### src/rtl/bcd_to_binary_transcoder.sv
// bcd_to_binary_transcoder
// Converts a packed-BCD word into its binary value with the reverse
// double-dabble algorithm: each clock shifts one bit from the BCD register
// into the binary register. Each nibble that reaches 8 or more after the
// shift is then reduced by 3. A one-hot sequencer marks the last cycle of each pass.
// At that edge the result is published and a new input word is sampled.

`ifdef REUSABLES_CHECKERS_ENABLED
// Sequencer integrity checker: the pass sequencer must stay one-hot.
module bcd_to_binary_transcoder_onehot_chk #(
  parameter int W = 4
) (
  input logic         clk,
  input logic         reset_n,
  input logic [W-1:0] state
);
  a_state_onehot: assert property (@(posedge clk) disable iff (!reset_n) $onehot(state));
endmodule
`endif

module bcd_to_binary_transcoder #(
  parameter int DIGITS    = 3,
  parameter int OUT_WIDTH = $clog2(10 ** DIGITS)
) (
  input  logic                  clk,
  input  logic                  reset_n,
  input  logic [4*DIGITS-1:0]   in,
  output logic [OUT_WIDTH-1:0]  out,
  output logic                  out_valid,
  output logic                  out_err
);

  // Subtract 3 from every nibble that is 8 or more; nibbles never borrow.
  function automatic logic [4*DIGITS-1:0] adjust_nibbles(input logic [4*DIGITS-1:0] v);
    logic [4*DIGITS-1:0] r;
    logic [3:0]          nib;
    r = {(4*DIGITS){1'b0}};
    for (int i = 0; i < DIGITS; i++) begin
      nib = v[4*i +: 4];
      if (nib >= 4'd8) begin
        r[4*i +: 4] = nib - 4'd3;
      end else begin
        r[4*i +: 4] = nib;
      end
    end
    return r;
  endfunction

  // Flag a word holding any nibble outside the decimal range 0..9.
  function automatic logic has_bad_digit(input logic [4*DIGITS-1:0] v);
    logic bad;
    bad = 1'b0;
    for (int i = 0; i < DIGITS; i++) begin
      if (v[4*i +: 4] > 4'd9) begin
        bad = 1'b1;
      end else begin
        bad = bad;
      end
    end
    return bad;
  endfunction

  logic [OUT_WIDTH-1:0] state;
  logic [OUT_WIDTH-1:0] next_state;
  logic                 ready;
  logic [4*DIGITS-1:0]  bcd_reg;
  logic [OUT_WIDTH-1:0] bin_reg;
  logic                 err_reg;
  logic [OUT_WIDTH-1:0] next_bin;
  logic [4*DIGITS-1:0]  shifted;
  logic [4*DIGITS-1:0]  adjusted;
  logic                 in_err;

  assign ready = state[OUT_WIDTH-1];

  // Next-state and datapath step: shift one bit across, correct the BCD nibbles.
  always_comb begin
    next_state = {{(OUT_WIDTH-1){1'b0}}, 1'b1};
    next_bin   = {bcd_reg[0], bin_reg[OUT_WIDTH-1:1]};
    shifted    = bcd_reg >> 1;
    adjusted   = adjust_nibbles(shifted);
    in_err     = has_bad_digit(in);
    if (ready) begin
      next_state = {{(OUT_WIDTH-1){1'b0}}, 1'b1};
    end else begin
      next_state = state << 1;
    end
  end

  // One-hot pass sequencer register.
  always_ff @(posedge clk or negedge reset_n) begin
    if (!reset_n) begin
      state <= {{(OUT_WIDTH-1){1'b0}}, 1'b1};
    end else begin
      state <= next_state;
    end
  end

  // Conversion datapath: load a fresh word at the ready edge, else step.
  always_ff @(posedge clk or negedge reset_n) begin
    if (!reset_n) begin
      bcd_reg <= {(4*DIGITS){1'b0}};
      bin_reg <= {OUT_WIDTH{1'b0}};
      err_reg <= 1'b0;
    end else if (ready) begin
      bcd_reg <= in;
      bin_reg <= {OUT_WIDTH{1'b0}};
      err_reg <= in_err;
    end else begin
      bcd_reg <= adjusted;
      bin_reg <= next_bin;
      err_reg <= err_reg;
    end
  end

  // Result publication: the ready edge completes the last shift and strobes valid.
  always_ff @(posedge clk or negedge reset_n) begin
    if (!reset_n) begin
      out       <= {OUT_WIDTH{1'b0}};
      out_err   <= 1'b0;
      out_valid <= 1'b0;
    end else if (ready) begin
      out       <= err_reg ? {OUT_WIDTH{1'b0}} : next_bin;
      out_err   <= err_reg;
      out_valid <= 1'b1;
    end else begin
      out       <= out;
      out_err   <= out_err;
      out_valid <= 1'b0;
    end
  end

`ifdef REUSABLES_CHECKERS_ENABLED
  bcd_to_binary_transcoder_onehot_chk #(.W(OUT_WIDTH)) u_onehot_chk (
    .clk     (clk),
    .reset_n (reset_n),
    .state   (state)
  );
`endif

endmodule

### config.mk
export PLATFORM = sky130hd
export DESIGN_NAME = bcd_to_binary_transcoder
export DESIGN_NICKNAME = d
export VERILOG_FILES = /design/src/rtl/bcd_to_binary_transcoder.sv
export SDC_FILE = /design/constraint.sdc
export NUM_CORES = 1
export LEC_CHECK = 0
export ABC_CLOCK_PERIOD_IN_PS = 1100
export BUFFER_PORTS_ARGS = -buffer_cell sky130_fd_sc_hd__buf_2
export CAP_MARGIN = 20
export CELL_PAD_IN_SITES_DETAIL_PLACEMENT = 1
export CELL_PAD_IN_SITES_GLOBAL_PLACEMENT = 2
export CORE_ASPECT_RATIO = 0.6
export CORE_MARGIN = 2
export CORE_UTILIZATION = 33
export DETAILED_ROUTE_END_ITERATION = 8
export PLACE_DENSITY = 0.79
export SYNTH_ARGS = -nofsm -noshare
export SYNTH_HDL_FRONTEND = slang
export SYNTH_SLANG_ARGS = --single-unit
### constraint.sdc
create_clock -name clk -period 1.1 [get_ports clk]
set_input_delay 0.22 -clock clk [delete_from_list [all_inputs] [get_ports clk]]
set_output_delay 0.22 -clock clk [all_outputs]
set_load 0.02 [all_outputs]
Word level (Yosys, flattened, before mapping)
Cells that the tools add are included.

storage, ports and cells
  flip-flop bits (word level) = 45
  input bits = 14
  output and inout bits = 12
  word-level logic and storage cells = 27

cells by class
  add/sub/neg operators = 3
  magnitude comparators = 6
  muxes and demuxes = 11

operators with widths
  cell                   number
  $mux W10               3
  $gt A4 B4 Y1 const B   3
  $mux W12               1
  $mux W4                3
  $ge A4 B4 Y1 const B   2
  $sub A4 B2 Y4 const B  2
  $ge A3 B4 Y1 const B   1
  $mux W1                4
  $sub A3 B2 Y4 const B  1

Longest topological paths before layout
Gate-level depths: netlist of run 1.

  depth after elaboration = 4
  depth in mapped cells = 5
  depth with buffers taken out = 4

Least setup slack after synthesis of run 1
Ideal clock, no wire load.

  path type = register to register
  from = register bcd_reg[1]
  to = register bcd_reg[2]
  library setup time = 0.129 ns
  arrival = 0.938 ns
  required time = 0.971 ns
  setup slack = 0.033 ns
  cell stages (with the launch flop) = 5
  path buffers = 0
  period minus slack after synthesis = 1.067 ns
  cell sequence = dfrtp_1 -> ha_1 -> and2b_1 -> xnor2_1 -> o21ai_1

between the ends
  word-level cells in the longest chain between the ends = 3
  elaborated cells on any way between the ends = 4
  classes of those cells = add/sub (1); order compare (1); mux (2)

ends and longest elaborated chain
  what                                                  line    RTL
  start: declaration                                    66      logic [4*DIGITS-1:0] bcd_reg;
  start signal: assignment                              102     bcd_reg <= {(4*DIGITS){1'b0}};
  start signal: assignment                              106     bcd_reg <= in;
  start signal: assignment                              110     bcd_reg <= adjusted;
  $sub A4 B2 Y4 / $ge A4 B4 Y1 (equally long branches)  41, 40
  $mux W4 (*)                                           40      if (nib >= 4'd8) begin
  $mux W12 (*)                                          105     end else if (ready) begin

Every way passes the cells marked *; elsewhere a longest branch is shown, timed or not.
A chain may end at the register's enable or synchronous reset.

Worst setup path in the final report of run 1
  from = register bcd_reg[5]
  to = register bcd_reg[5]

The elaborated chain is that of the path after synthesis.

==> results of run 1 <==
per-stage QoR:
stage | power [mW] | hold WS, ps | util
final | 2.89 | 149 | 0.427
after global routing | 3.02 | 160 | 0.427
after CTS | 2.92 | 143 | 0.418
after detailed placement | 1.72 | 109 | 0.387
after global placement | 1.72 | 100 | 0.387
after floorplan | 1.65 | -75.6 | -
path summary, 6_finish.rpt:
path | slack [ps] | to | depth (start not counted)
worst max-delay path | -6 | bcd_reg[5] | 4
worst min-delay path | 150 | bcd_reg[4] | 3
worst max register to register | -6 | bcd_reg[5] | 4
worst min register to register | 470 | state[8] | 1
max in group asynchronous | 320 | out[5] | 3
min in group asynchronous | 320 | bcd_reg[9] | 2
cell type report:
type	instances	area [µm²]
clock inverters	2	35.0
multi-input cells	81	520
flip-flops and latches	44	1100
inverters	14	52.6
clock buffers	6	72.6
well taps	66	82.6
fillers	559	2870
repair buffers	40	272
layer usage:
metal,up-vias,global-route usage,routed length (µm)
met4,0,0.0382,16
met3,3,0.0389,146
met1,548,0.158,1450
met5,-,0,0
li1,532,-,-
met2,19,0.222,1560
layout by cell type (no fill, tap or decap), types with 2 or more instances in the layout:
master / count
clkbuf_8: 5
xnor2_1: 3
nand2_1: 18
a21oi_1: 2
ha_1: 2
buf_4: 12
mux2_2: 4
dfrtp_1: 43
ha_2: 2
nor2b_1: 18
o21ai_0: 12
o21ai_1: 8
mux2i_1: 2
buf_12: 2
nand2b_1: 2
inv_1: 14
buf_2: 24
where the power goes:
part,switching (mW),internal (mW)
logic,0.0449,0.0273
clock network,0.525,0.674
registers,0,1.62
cells by family (layout without fill, tap and decap cells):
| family | Yosys count | in the layout |
|---|---|---|
| flip-flops | 44 | 44 |
| multiplexers | 6 | 6 |
| adder cells (fa/ha/maj) | 4 | 4 |
| XOR/XNOR | 4 | 4 |
| buffers and inverters | 21 | 62 |
| AO/OA/AOI/OAI | 24 | 24 |
| AND/OR/NAND/NOR | 43 | 43 |
what timing repair did:
action                     4_1_cts  5_1_grt
resized for setup                5       11
hold buffers                     1        0
setup buffers                    4        2
hold endpoints to repair         9        0
pin swaps                        2        6
setup endpoints to repair       16       15
critical path, stage by stage, from the launching register on:
cell	delay, ps
dfrtp_1	410
inv_1	60
ha_1	260
mux2i_1	170
o21ai_1	90
==> impl_metrics.env, run 1 <==
export IMPL_outcome="finished with violations"
export IMPL_violations="setup timing"
export IMPL_max_freq_mhz=904
export IMPL_grt_max_degree=35
export IMPL_syn_area_um2=1700
export IMPL_slew_violations=0
export IMPL_instances_no_fill=253
export IMPL_ys_seq_area_frac=0.647
export IMPL_firstDrtPassIters=4
export IMPL_n_antenna_cell=0
export IMPL_finalCritPeriodShare=1.01
export IMPL_dp_hpwl_um=2240
export IMPL_dr_total_vias=1102
export IMPL_grt_use_total=0.128
export IMPL_critPathArrivalTime_ps=1290
export IMPL_synthAdderAreaFrac=0.0294
export IMPL_end_kind="flip-flop"
export IMPL_drive_gt1_frac=0.299
export IMPL_yosys_area_share_simple=0.132
export IMPL_cts_sinks=44
export IMPL_syn_nets=164
export IMPL_power_density_nw_per_um2=1350
export IMPL_rows=20
export IMPL_dieWidth_um=96.7
export IMPL_dpl_cell_area_um2=1930
export IMPL_area_growth_syn_to_layout_pct=25.5
export IMPL_synth_top_area_share=0.632
export IMPL_grt_pass1_vias=1254
export IMPL_htree_levels=2
export IMPL_start_kind="flip-flop"
export IMPL_dieArea_um2=5770
export IMPL_fin_ws_ps=-5.70
export IMPL_drc=0
export IMPL_startpoint="bcd_reg[5]"
export IMPL_ys_ff_latch=44
export IMPL_synth_async_reset_ratio=1.00
export IMPL_yosysUniqueCellTypes=22
export IMPL_synth_most_common_cell="dfrtp_1"
export IMPL_fin_crit_ps=1110
export IMPL_synth_top_cell_by_area="dfrtp_1"
export IMPL_synth_edf_count=0
export IMPL_core_area_um2=5000
export IMPL_placed_cells=238
export IMPL_drt_iter0_markers=28
export IMPL_hold_path_class="in -> reg"
export IMPL_path_class="reg -> reg"
export IMPL_yosys_area_share_xor_xnor=0.0206
export IMPL_rsz0062_at_grt="true"
export IMPL_antenna_found_initial=0
export IMPL_syn_avg_cell_area_um2=11.7
export IMPL_slew_headroom=0.795
export IMPL_cts_buffers=5
export IMPL_totalWireLength_um=3170
export IMPL_start_util=0.340
export IMPL_syn_inst=146
export IMPL_cts_tree="done"
export IMPL_grt_ovfl_total=0
export IMPL_design_area_um2=2140
export IMPL_ir_worst_vdd_uv=557
export IMPL_worstPathRequired_ps=1280
export IMPL_hp_start="in[4]"
export IMPL_max_cap_violations=0
export IMPL_finalSetupViolCount=2
export IMPL_worst_pin_slew_ps=305
export IMPL_synth_top_family_by_area="simple AND/OR/NAND/NOR gates"
export IMPL_cp_max_fo=4
export IMPL_clockRootBuffer="clkbuf_8"
export IMPL_synth_compound_area_frac=0.0735
export IMPL_synth_area_leaders="dfrtp_1, nor2b_1, o21ai_0"
export IMPL_wl_per_cell_um=12.5
export IMPL_synth_area_mux_share=0.0382
export IMPL_synth_flop_cell="dfrtp_1"
export IMPL_clock_skew_ps=2.57
export IMPL_p_leak_nw=1.07
export IMPL_fin_nets=204
export IMPL_r2r_start="bcd_reg[5]"
export IMPL_clk_latency_ps=290
export IMPL_cts_buffer_depth=2
export IMPL_setup_tns_ps=-7.55
export IMPL_yosysWarnings=0
export IMPL_clkTransAtPathRegs_ps=80
export IMPL_preCtsSetupSlack_ps=-108
export IMPL_gp_congestion=0.732
export IMPL_via_per_inst=4.36
export IMPL_grt_pass1_wl_um=5710
export IMPL_synthTopCellsByCount="dfrtp_1, nor2b_1, nand2_1, o21ai_0, inv_1"
export IMPL_final_hold_violation_count=0
export IMPL_ios=26
export IMPL_largest_reg_flops=12
export IMPL_die_h_um=59.6
export IMPL_antenna_left=0
export IMPL_port_buffers=25
Note: power is estimated with default switching activity, not from simulation.
==> run 2: changes to the inputs <==
--- a/config.mk
+++ b/config.mk
@@ -10,7 +10,7 @@
 export CAP_MARGIN = 20
 export CELL_PAD_IN_SITES_DETAIL_PLACEMENT = 1
 export CELL_PAD_IN_SITES_GLOBAL_PLACEMENT = 2
-export CORE_ASPECT_RATIO = 0.6
+export CORE_ASPECT_RATIO = 0.8
 export CORE_MARGIN = 2
 export CORE_UTILIZATION = 33
 export DETAILED_ROUTE_END_ITERATION = 8
==> run 2 against run 1 <==
Core utilization fell by 0.30 points. Critical path depth did not move. Fmax rose by 0.86%. Non-clock buffer count fell by 2. The run now ends clean. Final area fell by 1.2%. Combinational power fell by 2%. Critical path type unchanged. Critical endpoint is now bcd_reg[2]. Hold slack got worse by 9.1 ps. Die area fell by 0.27%. Sequential share of layout area rose by 0.64 points. Count of clock-buffer cells in the layout did not move. Sequential cell count did not move. Final cell count fell by 2.4%.
==> impl_metrics.env, run 2 (synthesis gave the netlist of run 1 again) <==
export IMPL_holdWs_ps=140
export IMPL_largest_reg_flops=12
export IMPL_switching_share=0.192
export IMPL_cts_buffers=5
export IMPL_dieArea_um2=5750
export IMPL_worstPathRequired_ps=1270
export IMPL_grt_use_total=0.124
export IMPL_dr_total_vias=1072
export IMPL_fin_nets=202
export IMPL_outcome="finished, final reports clean"
export IMPL_dp_hpwl_um=2230
export IMPL_finalCritPeriodShare=0.997
export IMPL_cp_max_fo=3
export IMPL_htree_levels=2
export IMPL_rows=23
export IMPL_path_class="reg -> reg"
export IMPL_via_per_inst=4.34
export IMPL_antenna_found_initial=0
export IMPL_ios=26
export IMPL_dieWidth_um=84.3
export IMPL_end_kind="flip-flop"
export IMPL_drc=0
export IMPL_drive_gt1_frac=0.281
export IMPL_drt_iter0_markers=53
export IMPL_slew_violations=0
export IMPL_gp_congestion=0.688
export IMPL_cts_buffer_depth=2
export IMPL_hold_path_class="in -> reg"
export IMPL_clkTransAtPathRegs_ps=80
export IMPL_max_freq_mhz=912
export IMPL_sequentialPowerShare=0.564
export IMPL_clock_skew_ps=11.2
export IMPL_firstDrtPassIters=2
export IMPL_final_core_util=0.424
export IMPL_grt_pass1_vias=1207
export IMPL_preCtsSetupSlack_ps=-128
export IMPL_reg2regPathDepth=4
export IMPL_n_antenna_cell=0
export IMPL_antenna_left=0
export IMPL_grt_ovfl_total=0
export IMPL_final_common_cell="dfrtp_1"
export IMPL_slew_headroom=0.747
export IMPL_port_buffers=25
export IMPL_clockRootBuffer="clkbuf_8"
export IMPL_finalSetupViolCount=0
export IMPL_p_total_mw=2.87
export IMPL_p_leak_nw=1.06
export IMPL_mostFrequentLayoutCells="dfrtp_1, buf_2, nor2b_1, nand2_1, o21ai_0"
export IMPL_cts_sinks=44
export IMPL_whs_path_depth=3
export IMPL_p_int_mw=2.32
export IMPL_start_util=0.342
export IMPL_fin_crit_ps=1100
export IMPL_rsz0062_at_grt="true"
export IMPL_setup_tns_ps=0
export IMPL_max_cap_violations=0
export IMPL_fin_ws_ps=3.77
export IMPL_worst_pin_slew_ps=378
export IMPL_pwr_share_comb=0.025
export IMPL_die_h_um=68.3
export IMPL_design_area_um2=2110
export IMPL_wl_per_cell_um=12.6
export IMPL_ir_worst_vdd_uv=887
export IMPL_core_area_um2=4980
export IMPL_placed_cells=232
export IMPL_grt_max_degree=45
export IMPL_cts_tree="done"
export IMPL_critPathArrivalTime_ps=1270
export IMPL_start_kind="flip-flop"
export IMPL_power_frac_clock=0.412
export IMPL_totalWireLength_um=3120
export IMPL_final_hold_violation_count=0
export IMPL_area_growth_syn_to_layout_pct=24.0
export IMPL_instances_no_fill=247
export IMPL_clk_latency_ps=290
export IMPL_p_switching_uw=550
export IMPL_dpl_cell_area_um2=1930
export IMPL_power_density_nw_per_um2=1360
export IMPL_grt_pass1_wl_um=5490
## run 2: worst max-delay path, stage by stage (launching register included)
cell and delay (ps):
dfrtp_1 400, ha_2 180, and2b_1 210, xnor2_1 120, o21ai_1 70
## run 2: metal layers
metal / up-vias / part of all wire / global-route usage
li1: 532 / - / -
met1: 524 / 0.43 / 0.148
met2: 14 / 0.52 / 0.222
met3: 2 / 0.034 / 0.0314
met4: 0 / 0.0087 / 0.0423
met5: - / 0 / 0
## run 2: what timing repair did
item,4_1_cts,5_1_grt
pin swaps,1,1
endpoints found under the hold margin,43,0
resized for setup,4,3
hold buffers,1,0
endpoints found under the setup margin,16,12
buffers inserted,4,2
## run 2: area by class of cell
type,count,area [µm²]
Fill cell,549,2870
Sequential cell,44,1100
Multi-Input combinational cell,81,507
Timing Repair Buffer,38,264
Tap cell,62,77.6
Clock buffer,6,72.6
Inverter,14,52.6
Clock inverter,2,35.0
## run 2: final timing paths
path | startpoint | to | slack (ps)
max in group asynchronous | reset_n | state[0] | 390
max reg2reg | bcd_reg[1] | bcd_reg[2] | 4
min in group asynchronous | reset_n | out[1] | 430
min | in[4] | bcd_reg[4] | 140
max | bcd_reg[1] | bcd_reg[2] | 4
min reg2reg | bin_reg[1] | out[0] | 470
## run 2: power by group through the flow
stage | Combinational [mW] | Sequential (mW) | Clock, mW
floorplan | 0.00299 | 1.65 | 0
global placement | 0.0684 | 1.65 | 0
detailed placement | 0.0725 | 1.65 | 0
CTS | 0.0748 | 1.62 | 1.23
global route | 0.0828 | 1.62 | 1.31
finish | 0.0706 | 1.62 | 1.18
==> run 3: changes to the inputs <==
--- a/config.mk
+++ b/config.mk
@@ -12,9 +12,9 @@
 export CELL_PAD_IN_SITES_GLOBAL_PLACEMENT = 2
 export CORE_ASPECT_RATIO = 0.8
 export CORE_MARGIN = 2
-export CORE_UTILIZATION = 33
+export CORE_UTILIZATION = 25
 export DETAILED_ROUTE_END_ITERATION = 8
-export PLACE_DENSITY = 0.79
+export PLACE_DENSITY = 0.64
 export SYNTH_ARGS = -nofsm -noshare
 export SYNTH_HDL_FRONTEND = slang
 export SYNTH_SLANG_ARGS = --single-unit
==> run 3 against run 2 <==
The flow now finishes with violations (setup timing). Via count unchanged. Fmax down 2.6%. Register-to-register slack worse by 30 ps. Core utilization down 9.6 points. Critical path type unchanged. Worst setup slack worse by 29 ps. First-iteration DRC count up 26%. Sequential power about the same. Non-clock buffer count down 2.
==> impl_metrics.env, run 3 (synthesis gave the netlist of run 1 again) <==
export IMPL_dieArea_um2=7490
export IMPL_clockRootBuffer="clkbuf_8"
export IMPL_path_cells="ha_2 > and2b_1 > xnor2_1 > o21ai_1"
export IMPL_preCtsSetupSlack_ps=-93.7
export IMPL_drt_iter0_markers=67
export IMPL_finalSetupViolCount=1
export IMPL_outcome="finished with violations"
export IMPL_critPathArrivalTime_ps=1300
export IMPL_antenna_left=0
export IMPL_drc=0
export IMPL_grt_max_degree=26
export IMPL_die_h_um=77.8
export IMPL_fin_nets=200
export IMPL_ir_worst_vdd_uv=504
export IMPL_grt_ovfl_total=0
export IMPL_largest_reg_flops=12
export IMPL_mostFrequentLayoutCells="dfrtp_1, buf_2, nor2b_1, nand2_1"
export IMPL_fin_ws_ps=-25.7
export IMPL_rsz0062_at_grt="true"
export IMPL_port_buffers=25
export IMPL_cts_buffers=5
export IMPL_clkTransAtPathRegs_ps=80
export IMPL_instances_no_fill=267
export IMPL_worstPathRequired_ps=1280
export IMPL_p_int_mw=2.32
export IMPL_cp_max_fo=4
export IMPL_cts_buffer_depth=2
export IMPL_cts_sinks=44
export IMPL_power_frac_clock=0.411
export IMPL_grt_use_total=0.101
export IMPL_antenna_found_initial=0
export IMPL_switching_share=0.193
export IMPL_dpl_cell_area_um2=1950
export IMPL_dr_total_vias=1072
export IMPL_core_area_um2=6470
export IMPL_slew_headroom=0.789
export IMPL_seq_area_um2=1100
export IMPL_n_antenna_cell=0
export IMPL_slew_violations=0
export IMPL_ios=26
export IMPL_start_kind="flip-flop"
export IMPL_gp_congestion=0.691
export IMPL_final_hold_violation_count=0
export IMPL_p_leak_nw=1.04
export IMPL_crit_path_max_incr_delay_ps=420
export IMPL_cp_slowest_cell="dfrtp_1"
export IMPL_rows=26
export IMPL_placed_cells=255
export IMPL_sequentialPowerShare=0.562
export IMPL_fillers=739
export IMPL_pwr_share_comb=0.026
export IMPL_cts_tree="done"
export IMPL_wl_per_cell_um=12.0
export IMPL_multiInputGateArea_um2=519
export IMPL_worst_pin_slew_ps=313
export IMPL_area_growth_syn_to_layout_pct=24.6
export IMPL_clock_skew_ps=6.89
export IMPL_max_cap_violations=0
export IMPL_end_kind="flip-flop"
export IMPL_totalWireLength_um=3210
export IMPL_path_class="reg -> reg"
export IMPL_p_total_mw=2.87
export IMPL_final_core_util=0.328
export IMPL_firstDrtPassIters=3
export IMPL_setup_tns_ps=-25.7
export IMPL_final_common_cell="dfrtp_1"
export IMPL_htree_levels=2
export IMPL_violations="setup timing"
export IMPL_hold_path_class="in -> reg"
export IMPL_dp_hpwl_um=2230
export IMPL_via_per_inst=4.01
export IMPL_holdWs_ps=150
export IMPL_clk_latency_ps=290
export IMPL_fin_crit_ps=1130
export IMPL_finalCritPeriodShare=1.02
export IMPL_grt_pass1_vias=1222
export IMPL_design_area_um2=2120
export IMPL_max_freq_mhz=888
export IMPL_start_util=0.263
export IMPL_grt_pass1_wl_um=5870
export IMPL_power_density_nw_per_um2=1350
export IMPL_dieWidth_um=96.3
export IMPL_p_switching_uw=554
export IMPL_drive_gt1_frac=0.279
[run 3: cell count changes in the layout (fill, tap and decap cells not counted)]
cell	change
o21ai_1	+3
buf_4	-1
buf_2	+1
buf_8	-1
mux2_2	-1
a21oi_2	+1
a21oi_1	-1
nor2b_4	+1
nor2b_2	-1
mux2_4	+1
buf_6	-1
o21ai_0	-3
[run 3: repair_timing]
| action | CTS | global route |
|---|---|---|
| hold buffers | 1 | 0 |
| endpoints found under the setup margin | 15 | 14 |
| cloned | 0 | 0 |
| hold endpoints to repair | 10 | 0 |
| pin swaps | 2 | 4 |
| setup buffers | 1 | 2 |
| gates resized for setup | 4 | 8 |
[run 3: layer usage]
layer / GRT usage / routed length [µm]
met1: 0.138 / 1570
met5: 0 / 0
met4: 0.0386 / 48
met3: 0.0233 / 120
met2: 0.156 / 1470
[run 3: area by class of cell]
cell class | instances | area share
clock buffer | 6 | 0.0342
clock inverter | 2 | 0.0165
inverter | 14 | 0.0248
multi-input combinational | 81 | 0.245
sequential | 44 | 0.519
tap | 84 | 0.0495
timing repair buffer | 36 | 0.111
[run 3: power groups by stage]
stage	clock, mW	combinational (mW)	sequential (mW)
finish	1.18	0.0755	1.62
global route	1.31	0.0867	1.62
CTS	1.24	0.0786	1.62
detailed placement	0	0.0754	1.65
global placement	0	0.0723	1.65
floorplan	0	0.00299	1.65
[run 3: final timing paths]
path | depth (start not counted) | slack, ps | to | startpoint
setup / recovery | 4 | -30 | bcd_reg[2] | bcd_reg[2]
hold / removal | 3 | 150 | bcd_reg[0] | in[0]
setup reg to reg | 4 | -30 | bcd_reg[2] | bcd_reg[2]
hold reg to reg | 2 | 460 | out[0] | bin_reg[1]
max in group asynchronous | 3 | 270 | bcd_reg[8] | reset_n
min in group asynchronous | 2 | 340 | out[5] | reset_n
[run 3: worst max-delay path: cells and delay by family (launching register included)]
family	cells	cell delay (ps)
flip-flops	1	420
AND/OR/NAND/NOR	1	210
adder cells (fa/ha/maj)	1	180
XOR/XNOR	1	130
AO/OA/AOI/OAI	1	90
